`config.mk`:
```
export PLATFORM = sky130hd
export DESIGN_NAME = sram_fail_reporter
export DESIGN_NICKNAME = d
export VERILOG_FILES = /design/src/rtl/sram_fail_reporter.sv
export SDC_FILE = /design/constraint.sdc
export NUM_CORES = 1
export LEC_CHECK = 0
export CAP_MARGIN = 40
export CORE_ASPECT_RATIO = 0.9
export CORE_MARGIN = 4
export CORE_UTILIZATION = 30
export CTS_CLUSTER_DIAMETER = 200
export DETAILED_ROUTE_END_ITERATION = 6
export DONT_BUFFER_PORTS = 1
export PLACE_DENSITY = 0.51
export SETUP_SLACK_MARGIN = 0.4
export SYNTH_ARGS = -nofsm -noshare
export SYNTH_HDL_FRONTEND = slang
export SYNTH_SLANG_ARGS = --single-unit
```
`constraint.sdc`:
```
create_clock -name clk -period 5 [get_ports clk]
set_clock_uncertainty 0.15 [all_clocks]
set_input_delay 0.75 -clock clk [delete_from_list [all_inputs] [get_ports clk]]
set_output_delay 0.75 -clock clk [all_outputs]
set_load 0.01 [all_outputs]
```
`src/rtl/sram_fail_reporter.sv`:
```
// Reports SRAM tester results as ASCII lines over a valid/ready byte stream:
// "PASS\r\n" per clean pass, or one snapshot line of the first miscompare followed by a halt.
//
// state     | meaning
// IDLE      | waiting for a pass completion or a miscompare
// SEND_PASS | emitting "PASS\r\n"
// SEND_FAIL | emitting the captured failure line
// HALT      | failure reported; silent until reset
module sram_fail_reporter #(
   parameter int ADDR_BITS = 20,
   parameter int DATA_BITS = 16
) (
   input  logic                 clk,
   input  logic                 reset_n,
   input  logic                 test_pass,
   input  logic                 test_done,
   input  logic [2:0]           pattern_state,
   input  logic [ADDR_BITS-1:0] addr,
   input  logic [DATA_BITS-1:0] prev_expected_data,
   input  logic [DATA_BITS-1:0] prev_read_data,
   output logic [7:0]           tx_data,
   output logic                 tx_valid,
   input  logic                 tx_ready,
   output logic                 busy,
   output logic                 fail_latched
);
   localparam int NA       = (ADDR_BITS + 3) / 4;
   localparam int ND       = (DATA_BITS + 3) / 4;
   localparam int A_POS    = 4;
   localparam int E_POS    = A_POS + NA + 1;
   localparam int R_POS    = E_POS + ND + 1;
   localparam int CR_POS   = R_POS + ND;
   localparam int FAIL_LEN = CR_POS + 2;
   localparam int PASS_LEN = 6;
   localparam int IDX_W    = $clog2(FAIL_LEN);

   typedef enum logic [1:0] {IDLE, SEND_PASS, SEND_FAIL, HALT} state_t;

   state_t            state;
   logic [IDX_W-1:0]  idx;
   logic              pass_q;
   logic              done_q;
   logic              pass_pending;
   logic [2:0]        snap_pat;
   logic [4*NA-1:0]   snap_addr;
   logic [4*ND-1:0]   snap_exp;
   logic [4*ND-1:0]   snap_rd;

   logic              fail_ev;
   logic              done_ev;
   logic              fail_new;
   logic [IDX_W-1:0]  last_idx;

   assign fail_ev  = pass_q & ~test_pass;
   assign done_ev  = ~done_q & test_done & test_pass;
   assign fail_new = fail_ev & ~fail_latched;
   assign last_idx = (state == SEND_FAIL) ? IDX_W'(FAIL_LEN - 1) : IDX_W'(PASS_LEN - 1);

   function automatic logic [7:0] hex_char(input logic [3:0] n);
      return (n < 4'd10) ? (8'h30 + {4'h0, n}) : (8'h37 + {4'h0, n});
   endfunction

   function automatic logic [7:0] line_byte(input logic [IDX_W-1:0] i, input logic is_fail);
      int p;
      logic [7:0] b;
      p = int'(i);
      b = 8'h20;
      if (!is_fail) begin
         case (p)
            0:       b = 8'h50;
            1:       b = 8'h41;
            2, 3:    b = 8'h53;
            4:       b = 8'h0D;
            default: b = 8'h0A;
         endcase
      end else if (p == 0) begin
         b = 8'h46;
      end else if (p == 2) begin
         b = 8'h30 + {5'd0, snap_pat};
      end else if (p >= A_POS && p < A_POS + NA) begin
         b = hex_char(4'(snap_addr >> (4 * (A_POS + NA - 1 - p))));
      end else if (p >= E_POS && p < E_POS + ND) begin
         b = hex_char(4'(snap_exp >> (4 * (E_POS + ND - 1 - p))));
      end else if (p >= R_POS && p < R_POS + ND) begin
         b = hex_char(4'(snap_rd >> (4 * (R_POS + ND - 1 - p))));
      end else if (p == CR_POS) begin
         b = 8'h0D;
      end else if (p == CR_POS + 1) begin
         b = 8'h0A;
      end
      return b;
   endfunction

   always_ff @(posedge clk or negedge reset_n) begin
      if (!reset_n) begin
         state        <= IDLE;
         idx          <= '0;
         pass_q       <= 1'b1;
         done_q       <= 1'b0;
         pass_pending <= 1'b0;
         snap_pat     <= '0;
         snap_addr    <= '0;
         snap_exp     <= '0;
         snap_rd      <= '0;
         tx_data      <= '0;
         tx_valid     <= 1'b0;
         busy         <= 1'b0;
         fail_latched <= 1'b0;
      end else begin
         pass_q <= test_pass;
         done_q <= test_done;
         if (fail_new) begin
            snap_pat     <= pattern_state;
            snap_addr    <= (4*NA)'(addr);
            snap_exp     <= (4*ND)'(prev_expected_data);
            snap_rd      <= (4*ND)'(prev_read_data);
            fail_latched <= 1'b1;
         end
         case (state)
            IDLE: begin
               if (fail_new) begin
                  state <= SEND_FAIL;
                  busy  <= 1'b1;
                  idx   <= '0;
               end else if (done_ev || pass_pending) begin
                  state        <= SEND_PASS;
                  busy         <= 1'b1;
                  idx          <= '0;
                  pass_pending <= 1'b0;
               end
            end
            SEND_PASS, SEND_FAIL: begin
               if (done_ev && !fail_ev) pass_pending <= 1'b1;
               // first byte is loaded one cycle after entering the state
               if (!tx_valid) begin
                  tx_valid <= 1'b1;
                  tx_data  <= line_byte(idx, state == SEND_FAIL);
               end else if (tx_ready) begin
                  if (idx == last_idx) begin
                     tx_valid <= 1'b0;
                     idx      <= '0;
                     if (state == SEND_FAIL) begin
                        state <= HALT;
                        busy  <= 1'b0;
                     end else if (fail_latched || fail_new) begin
                        state <= SEND_FAIL;
                     end else begin
                        state <= IDLE;
                        busy  <= 1'b0;
                     end
                  end else begin
                     idx     <= idx + IDX_W'(1);
                     tx_data <= line_byte(idx + IDX_W'(1), state == SEND_FAIL);
                  end
               end
            end
            default: begin
            end
         endcase
      end
   end

endmodule

```
## Word-level counts from Yosys, hierarchy flattened

Index checks and enable logic that the tools add are counted.

- Add/subtract/negate cells: 20
- Magnitude comparators: 18
- Eq/ne operators: 27
- Shifts and indexed selects: 6
- Mux-type cells: 57
- Bitwise gates (word level): 7
- Reduce and logical (&&, ||, !) cells: 24

Operators by type and width:

| cell | count |
|---|---|
| >> shifter 16 x 32 -> 4 bit | 4 |
| two-way mux 7 bit | 16 |
| adder 6 x 4 -> 7 bit (first input constant) | 12 |
| >> shifter 20 x 32 -> 4 bit | 2 |
| one-hot mux 7 bit (4 select lines) | 2 |
| two-way mux 8 bit | 5 |
| two-way mux 5 bit | 6 |
| less-than comparator 4 bit (second input constant) | 6 |
| two-way mux 6 bit | 4 |
| subtractor 4 x 5 -> 6 bit (first input constant) | 4 |
| equality test 5 x 2 -> 1 bit (second input constant) | 4 |
| equality test 5 x 3 -> 1 bit (second input constant) | 4 |
| equality test 5 bit (second input constant) | 4 |
| >= comparator 5 x 4 -> 1 bit (second input constant) | 4 |
| zero test 5 bit | 4 |
| less-than comparator 5 x 4 -> 1 bit (second input constant) | 4 |
| two-way mux 2 bit | 7 |
| inequality test 2 bit (second input constant) | 7 |
| two-way mux 1 bit | 13 |
| subtractor 5 x 5 -> 6 bit (first input constant) | 2 |
| equality test 5 x 1 -> 1 bit (second input constant) | 2 |
| >= comparator 5 x 3 -> 1 bit (second input constant) | 2 |
| less-than comparator 5 bit (second input constant) | 2 |
| one-hot mux 5 bit (2 select lines) | 1 |
| other kinds (21) | 38 |

- Bits in registers: 76
- Input port bits: 60
- Output and inout bits: 11
- Word-level logic and storage cells: 172

## Logic depth before layout (Yosys ltp)

Gate-level depths: netlist (run 1).

- Word-level depth: 14
- Depth in mapped cells: 17
- Mapped depth without buffers: 14

## Worst setup path after synthesis (run 1)

Ideal clock, no wire load.

- Kind: reg-to-reg
- Start point: register idx[0]
- End point: register tx_data[6]
- Library setup time: 0.080 ns
- Arrival: 3.368 ns
- Data required time: 4.770 ns
- Slack: 1.401 ns
- Stages on the path, launching flop included: 17
- Buffers on the path: 4
- Period minus slack after synthesis: 3.599 ns
- Path through: dfrtp_1 buf_6 buf_12 buf_6 inv_1 ha_1 buf_6 xnor3_1 a211oi_4 nand2_1 ha_1 inv_1 and4bb_2 o21ai_0 or3_1 a311o_1 o211ai_2

- Word-level cells in the longest chain between the ends: 14
- Elaborated cells on any way between the ends: 91
- Classes of those cells: 19 x add/sub; 18 x order compare; 12 x eq/ne; 6 x shift; 23 x mux; 13 x reduce/logical

Ends and longest elaborated chain:

| item | line | source |
|---|---|---|
| start: declaration | 40 | `logic [IDX_W-1:0] idx;` |
| start signal: assignment | 152 | `idx <= idx + IDX_W'(1);` |
| adder 5 x 1 -> 5 bit | 153 | `tx_data <= line_byte(idx + IDX_W'(1), state == SEND_FAIL);` |
| subtractor 5 x 5 -> 6 bit | 85 | `b = hex_char(4'(snap_rd >> (4 * (R_POS + ND - 1 - p))));` |
| >> shifter 16 x 32 -> 4 bit | 85 |  |
| adder 6 x 4 -> 7 bit / less-than comparator 4 bit (equally long branches) | 60 | `return (n < 4'd10) ? (8'h30 + {4'h0, n}) : (8'h37 + {4'h0, n});` |
| two-way mux 7 bit | 60 |  |
| two-way mux 7 bit | 84 | `end else if (p >= R_POS && p < R_POS + ND) begin` |
| two-way mux 7 bit | 82 | `end else if (p >= E_POS && p < E_POS + ND) begin` |
| two-way mux 7 bit | 80 | `end else if (p >= A_POS && p < A_POS + NA) begin` |
| two-way mux 7 bit | 78 | `end else if (p == 2) begin` |
| two-way mux 7 bit | 76 | `end else if (p == 0) begin` |
| two-way mux 8 bit | 68 | `if (!is_fail) begin` |
| two-way mux 8 bit | 139 | `if (idx == last_idx) begin` |
| two-way mux 8 bit | 138 | `end else if (tx_ready) begin` |
| two-way mux 8 bit | 135 | `if (!tx_valid) begin` |
| end signal: assignment | 137 | `tx_data <= line_byte(idx, state == SEND_FAIL);` |
| end signal: assignment | 153 |  |
| end: declaration | 21 | `output logic [7:0] tx_data,` |

Parallel ways exist; a longest one is shown, timed or not. The select of a mux whose other input is x is not followed.
A chain may end at the register's enable or synchronous reset.

## Worst setup path in the final report (run 1)

- Start point: register idx[1]
- End point: register tx_data[4]

Same word-level chain as after synthesis.

==> impl_metrics.py, run 1 <==
metrics = {
    "outcome": {
        "status": "completed",
    },
    "worst_setup_path": {
        "critPathMaxFanout": 16,
        "crit_start": "idx[1]",
        "cp.arrival_ns": 4.14,
        "required_ns": 5.05,
        "crit_type": "register to register",
        "r2r_slack_ns": 0.91,
        "r2r-start": "idx[1]",
        "worst_setup_path_start_kind": "register",
        "r2r.worst_path.cells": 13,
        "max_stage_delay_ns": 0.70,
        "path_buf_inv": 3,
        "endpoint_kind": "register",
        "path_cells": "inv_1 -> ha_1 -> buf_4 -> nand2b_1 -> a2111o_1 -> o311a_1 -> nor2_1 -> inv_1 -> ha_1 -> o21ai_0 -> a31oi_1 -> o311ai_1 -> o311ai_1",
        "r2r-end": "tx_data[4]",
        "slowest_stage": "dfrtp_1",
        "cp_top_family": "compound AO/OA/AOI/OAI gates",
    },
    "logic_synthesis": {
        "synth_area_per_cell_sq_um": 8.39,
        "yosys_warnings": 0,
        "synth_nets": 807,
        "synthTopCellsByCount": "nand2_1 (219), dfrtp_1 (74), o21ai_0 (38), nor2_1 (31), a21oi_1 (28)",
        "yosys.area.top_type_share_pct": 30.4,
        "synth_cells": 726,
        "synthFlopType": "dfrtp_1",
        "ys_top_cells_by_area": "dfrtp_1 (30%), nand2_1 (14%), mux4_2 (7.4%)",
        "ys_seq_area_share_pct": 30.8,
        "synth_cell_types": 98,
        "ys_ff_latch": 75,
        "synth_edf_count": 0,
        "synthArstFlopShare_pct": 100,
        "synth.most_common_cell": "nand2_1",
        "yosys.area.top_type": "dfrtp_1",
        "synthesis.area_sq_mm": 0.00609,
    },
    "detailed_routing": {
        "drc_errors": 0,
        "drt-initial-drc-count": 479,
        "drt_wl_total_um": 19500,
        "vias_per_cell": 5.62,
        "dr.pass1.iters": 5,
        "drtAntennaViolNets": 0,
        "routedWlPerCell_um": 20.1,
        "num_vias": 5448,
    },
    "floorplanning": {
        "initial_core_util_pct": 30.5,
        "dieWidth_um": 158,
        "dieHeight_um": 143,
        "coreArea_sq_mm": 0.0200,
        "pin_count": 71,
        "dieArea_sq_mm": 0.0226,
        "row_count": 49,
    },
    "global_routing": {
        "grt_max_degree": 75,
        "grt_pass1_vias": 5248,
        "antenna_found_initial": 0,
        "grt_pass1_wl_um": 30400,
        "gr-total-overflow": 0,
        "grt_usage_pct": 17.4,
    },
    "clock_network": {
        "cts.path.max_buffers": 2,
        "post_cts_buffers": 0,
        "clk_latency_ns": 0.35,
        "cts.sinks": 75,
        "cts_max_level": 3,
        "cts_buffers": 9,
        "cts_tree": "done",
        "cts-root-buf": "clkbuf_16",
        "clkSlewWorstSetupHoldPaths_ns": 0.07,
    },
    "sta": {
        "tns_ns": 0,
        "setup_viol": 0,
        "fmax_mhz": 244,
        "tightest_slew_ns": 0.872,
        "period_minus_slack_ns": 4.09,
        "finalMaxSlewViolations": 0,
        "slew_headroom_pct": 41.5,
        "rsz0062_at_grt": "false",
        "final.period_utilization_pct": 81.8,
        "hold_violations": 0,
    },
    "power": {
        "ir_drop_uv": 231,
        "p_leak_nw": 2.86,
        "p_per_area_mw_per_mm2": 628,
    },
    "placed_design": {
        "place_congestion": 0.942,
        "dp_hpwl_um": 14600,
        "io_buffers": 0,
    },
    "finish": {
        "syn_to_final_growth_pct": 9.37,
        "drive_gt1_share_pct": 11.9,
        "final_util_pct": 33.3,
        "nets": 790,
        "diodes": 0,
    },
    "hold_path": {
        "hp-class": "primary input to async pin",
    },
    "run": {
        "drv_cap": 0,
    },
}
-- power by group --
group          internal [mW]  leakage [nW]  switching, mW
sequential             0.747         0.936          0.163
combinational          0.925          1.76           1.58
clock                  0.500         0.169          0.268
total                   2.17          2.86           2.01
-- how the worst max path moves through the flow --
stage / slack (ns) / cells after the start / to
after detailed placement: 0.95 / 13 / tx_data[4]
final: 0.91 / 13 / tx_data[4]
after floorplan: 1.40 / 16 / tx_data[6]
after global routing: 0.69 / 12 / tx_data[2]
after CTS: 0.91 / 13 / tx_data[4]
after global placement: 0.98 / 13 / tx_data[4]
-- cells in the final DEF (no fill, tap or decap), drive strengths merged, types with 8 or more instances in the layout --
cell type  count
clkbuf        11
a211oi         8
o2111ai       10
nor2b         13
nand3         19
inv           19
o211ai        10
nor2          32
nand2b        12
o21ai         45
mux2i         17
dfrtp         74
a21oi         29
ha            21
nor3          12
mux4          20
buf           15
nand2        219
-- layout make-up --
type | instances | area, sq um
Clock buffer | 11 | 243
Clock inverter | 5 | 100
Fill cell | 2157 | 13300
Timing Repair Buffer | 15 | 145
Tap cell | 255 | 319
Inverter | 20 | 75.1
Multi-Input combinational cell | 588 | 3900
Sequential cell | 75 | 1880
-- what timing repair did --
| action | 4_1_cts | 5_1_grt |
|---|---|---|
| hold buffers | 1 | 0 |
| resized for setup | 0 | 0 |
| endpoints found under the hold margin | 74 | 0 |
-- per-layer routing --
layer | wire length (um) | GRT usage, %
met1 | 9430 | 25.7
met2 | 8120 | 24.4
met3 | 1480 | 5.09
met4 | 484 | 5.43
met5 | 0 | 0
-- cell families after synthesis --
group	count (synthesis)	share of synthesized area (%)
other cells	1	0.0616
buf+inv	63	5.26
xor+xnor	8	2.12
flops	75	30.8
compound gates	173	21.0
simple gates	344	25.5
mux	40	10.8
fa+ha+maj	22	4.48
-- stage by stage --
| stage | std cells | total power, mW | area (sq um) | setup slack (ns) | hold slack [ns] |
|---|---|---|---|---|---|
| final | 969 | 4.18 | 6660 | 0.910 | 0.0996 |
| after global routing | 969 | 4.45 | 6660 | 0.687 | 0.0772 |
| after CTS | 968 | 4.15 | 6650 | 0.914 | 0.0903 |
| after detailed placement | 951 | 3.34 | 6280 | 0.951 | 0.307 |
| after global placement | 950 | 3.37 | 6260 | 0.979 | 0.308 |
| after floorplan | 726 | 2.72 | 6090 | 1.40 | 0.296 |
-- registers in the layout (all words and copies together), names as in the netlist --
register / cells
snap_exp: 16
done_q: 1
fail_latched: 1
snap_pat: 3
snap_rd: 16
tx_data: 7
pass_q: 1
pass_pending: 1
tx_valid: 1
snap_addr: 20
idx: 5
busy: 1
state: 2
Note: power is estimated with default switching activity, not from simulation.
==> run 2, diff against run 1 <==
clock period = 3.9 ns   (was 5 ns; I/O delays follow)
==> run 2 against run 1 <==
Combinational power increased by 40%. Critical path depth decreased by 1. Final cell count increased by 2.7%. Utilization increased by 1.2 points. Sequential power increased by 25%. Maximum frequency increased by 20%. Die area unchanged. Sequential share of layout area decreased by 0.95 points. Power increased by 31%. Critical path type unchanged. Largest cell class unchanged. Largest power group unchanged. Highest routed layer unchanged.
==> impl_metrics.py, run 2 (synthesis gave the netlist of run 1 again) <==
metrics = {
    "sta": {
        "setup_viol": 0,
        "final.period_utilization_pct": 87.2,
        "hold_violations": 0,
        "tns_ns": 0,
        "period_minus_slack_ns": 3.40,
        "fmax_mhz": 294,
        "rsz0062_at_grt": "true",
        "slew_headroom_pct": 45.5,
        "fin_ws_ns": 0.499,
        "finalMaxSlewViolations": 0,
        "hold_ws_ns": 0.0768,
        "tightest_slew_ns": 0.813,
    },
    "global_routing": {
        "grt_pass1_wl_um": 30800,
        "antenna_found_initial": 0,
        "grt_pass1_vias": 5338,
        "gr-total-overflow": 0,
        "grt_max_degree": 76,
        "grt_usage_pct": 17.5,
    },
    "worst_setup_path": {
        "r2r-start": "idx[1]",
        "crit_start": "idx[1]",
        "worst_setup_path_start_kind": "register",
        "crit_type": "register to register",
        "critPathMaxFanout": 7,
        "r2r_slack_ns": 0.50,
        "endpoint_kind": "register",
        "r2r.worst_path.cells": 12,
        "crit_path_end": "tx_data[1]",
        "required_ns": 4.04,
        "cp.arrival_ns": 3.54,
        "r2r-end": "tx_data[1]",
    },
    "floorplanning": {
        "dieHeight_um": 143,
        "initial_core_util_pct": 30.5,
        "dieArea_sq_mm": 0.0226,
        "dieWidth_um": 158,
        "pin_count": 71,
        "coreArea_sq_mm": 0.0200,
        "row_count": 49,
    },
    "detailed_routing": {
        "vias_per_cell": 5.51,
        "dr.pass1.iters": 6,
        "num_vias": 5485,
        "drt-initial-drc-count": 452,
        "drt_wl_total_um": 19300,
        "drc_errors": 0,
        "drtAntennaViolNets": 0,
        "routedWlPerCell_um": 19.4,
    },
    "finish": {
        "final_util_pct": 34.5,
        "largest_reg_flops": 20,
        "syn_to_final_growth_pct": 13.2,
        "nets": 816,
        "final_common_cell": "nand2_1",
        "reg.largest.list": "snap_addr x20, snap_exp x16, snap_rd x16",
        "regMostFlops": "snap_addr",
        "diodes": 0,
        "drive_gt1_share_pct": 17.3,
        "layout_common_cells": "nand2_1 (219), dfrtp_1 (73), buf_4 (38)",
    },
    "placed_design": {
        "place_congestion": 0.891,
        "dp_hpwl_um": 14600,
        "io_buffers": 0,
        "post-place-ws_ns": 0.358,
    },
    "clock_network": {
        "cts_max_level": 3,
        "cts.sinks": 75,
        "clkSlewWorstSetupHoldPaths_ns": 0.07,
        "clk_latency_ns": 0.35,
        "cts_buffers": 9,
        "cts.path.max_buffers": 2,
        "cts_tree": "done",
        "cts-root-buf": "clkbuf_16",
    },
    "power": {
        "p_per_area_mw_per_mm2": 798,
        "ir_drop_uv": 298,
        "p_leak_nw": 2.96,
        "total_power_mw": 5.50,
    },
    "hold_path": {
        "min_path_cells": 0,
        "hp-class": "primary input to register",
    },
    "outcome": {
        "status": "completed",
    },
    "run": {
        "drv_cap": 0,
    },
}
==> run 2: worst min path at each step <==
| stage | startpoint | end |
|---|---|---|
| 2_1_floorplan | reset_n | busy |
| 3_3_place_gp | reset_n | snap_addr[6] |
| 3_5_place_dp | reset_n | snap_addr[6] |
| 4_1_cts | test_pass | pass_q |
| 5_1_grt | test_pass | pass_q |
| 6_report | test_pass | pass_q |
==> run 2: timing repair <==
item	in CTS	in global routing
pin swaps	2	4
hold buffers	2	0
endpoints found under the hold margin	75	0
resized for setup	3	19
setup endpoints to repair	1	4
setup buffers	5	4
==> run 2: layout make-up <==
cell class	count	area (sq um)
Timing Repair Buffer	41	334
Fill cell	2126	13100
Clock inverter	7	68.8
Multi-Input combinational cell	588	3980
Tap cell	255	319
Sequential cell	75	1880
Clock buffer	9	225
Inverter	20	81.3
==> run 2: where the power goes <==
group | total [mW] | switching (mW) | internal (mW)
sequential | 1.14 | 0.177 | 0.958
combinational | 3.52 | 2.14 | 1.38
clock | 0.839 | 0.346 | 0.493
==> run 2: routing by layer <==
metal	GRT usage (%)	up-vias	share of wire [%]
li1	-	2631	-
met1	25.9	2636	49
met2	25.0	191	43
met3	4.06	27	6.6
met4	5.70	0	2.1
met5	0	-	0
==> run 2: worst max-delay path, cell delays in order, from the launching register on <==
cell	delay (ns)
dfrtp_1	0.43
buf_4	0.20
ha_1	0.23
nor2b_1	0.14
or3_1	0.36
a311oi_4	0.37
nor2_1	0.14
nand2_1	0.11
ha_1	0.22
a21oi_1	0.13
a31oi_1	0.12
a211oi_1	0.48
o32a_1	0.25
==> run 2: stage by stage <==
| stage | instances | area (sq um) |
|---|---|---|
| CTS | 991 | 6790 |
| floorplan | 726 | 6110 |
| global route | 995 | 6890 |
| finish | 995 | 6890 |
| global placement | 968 | 6420 |
| detailed placement | 968 | 6420 |
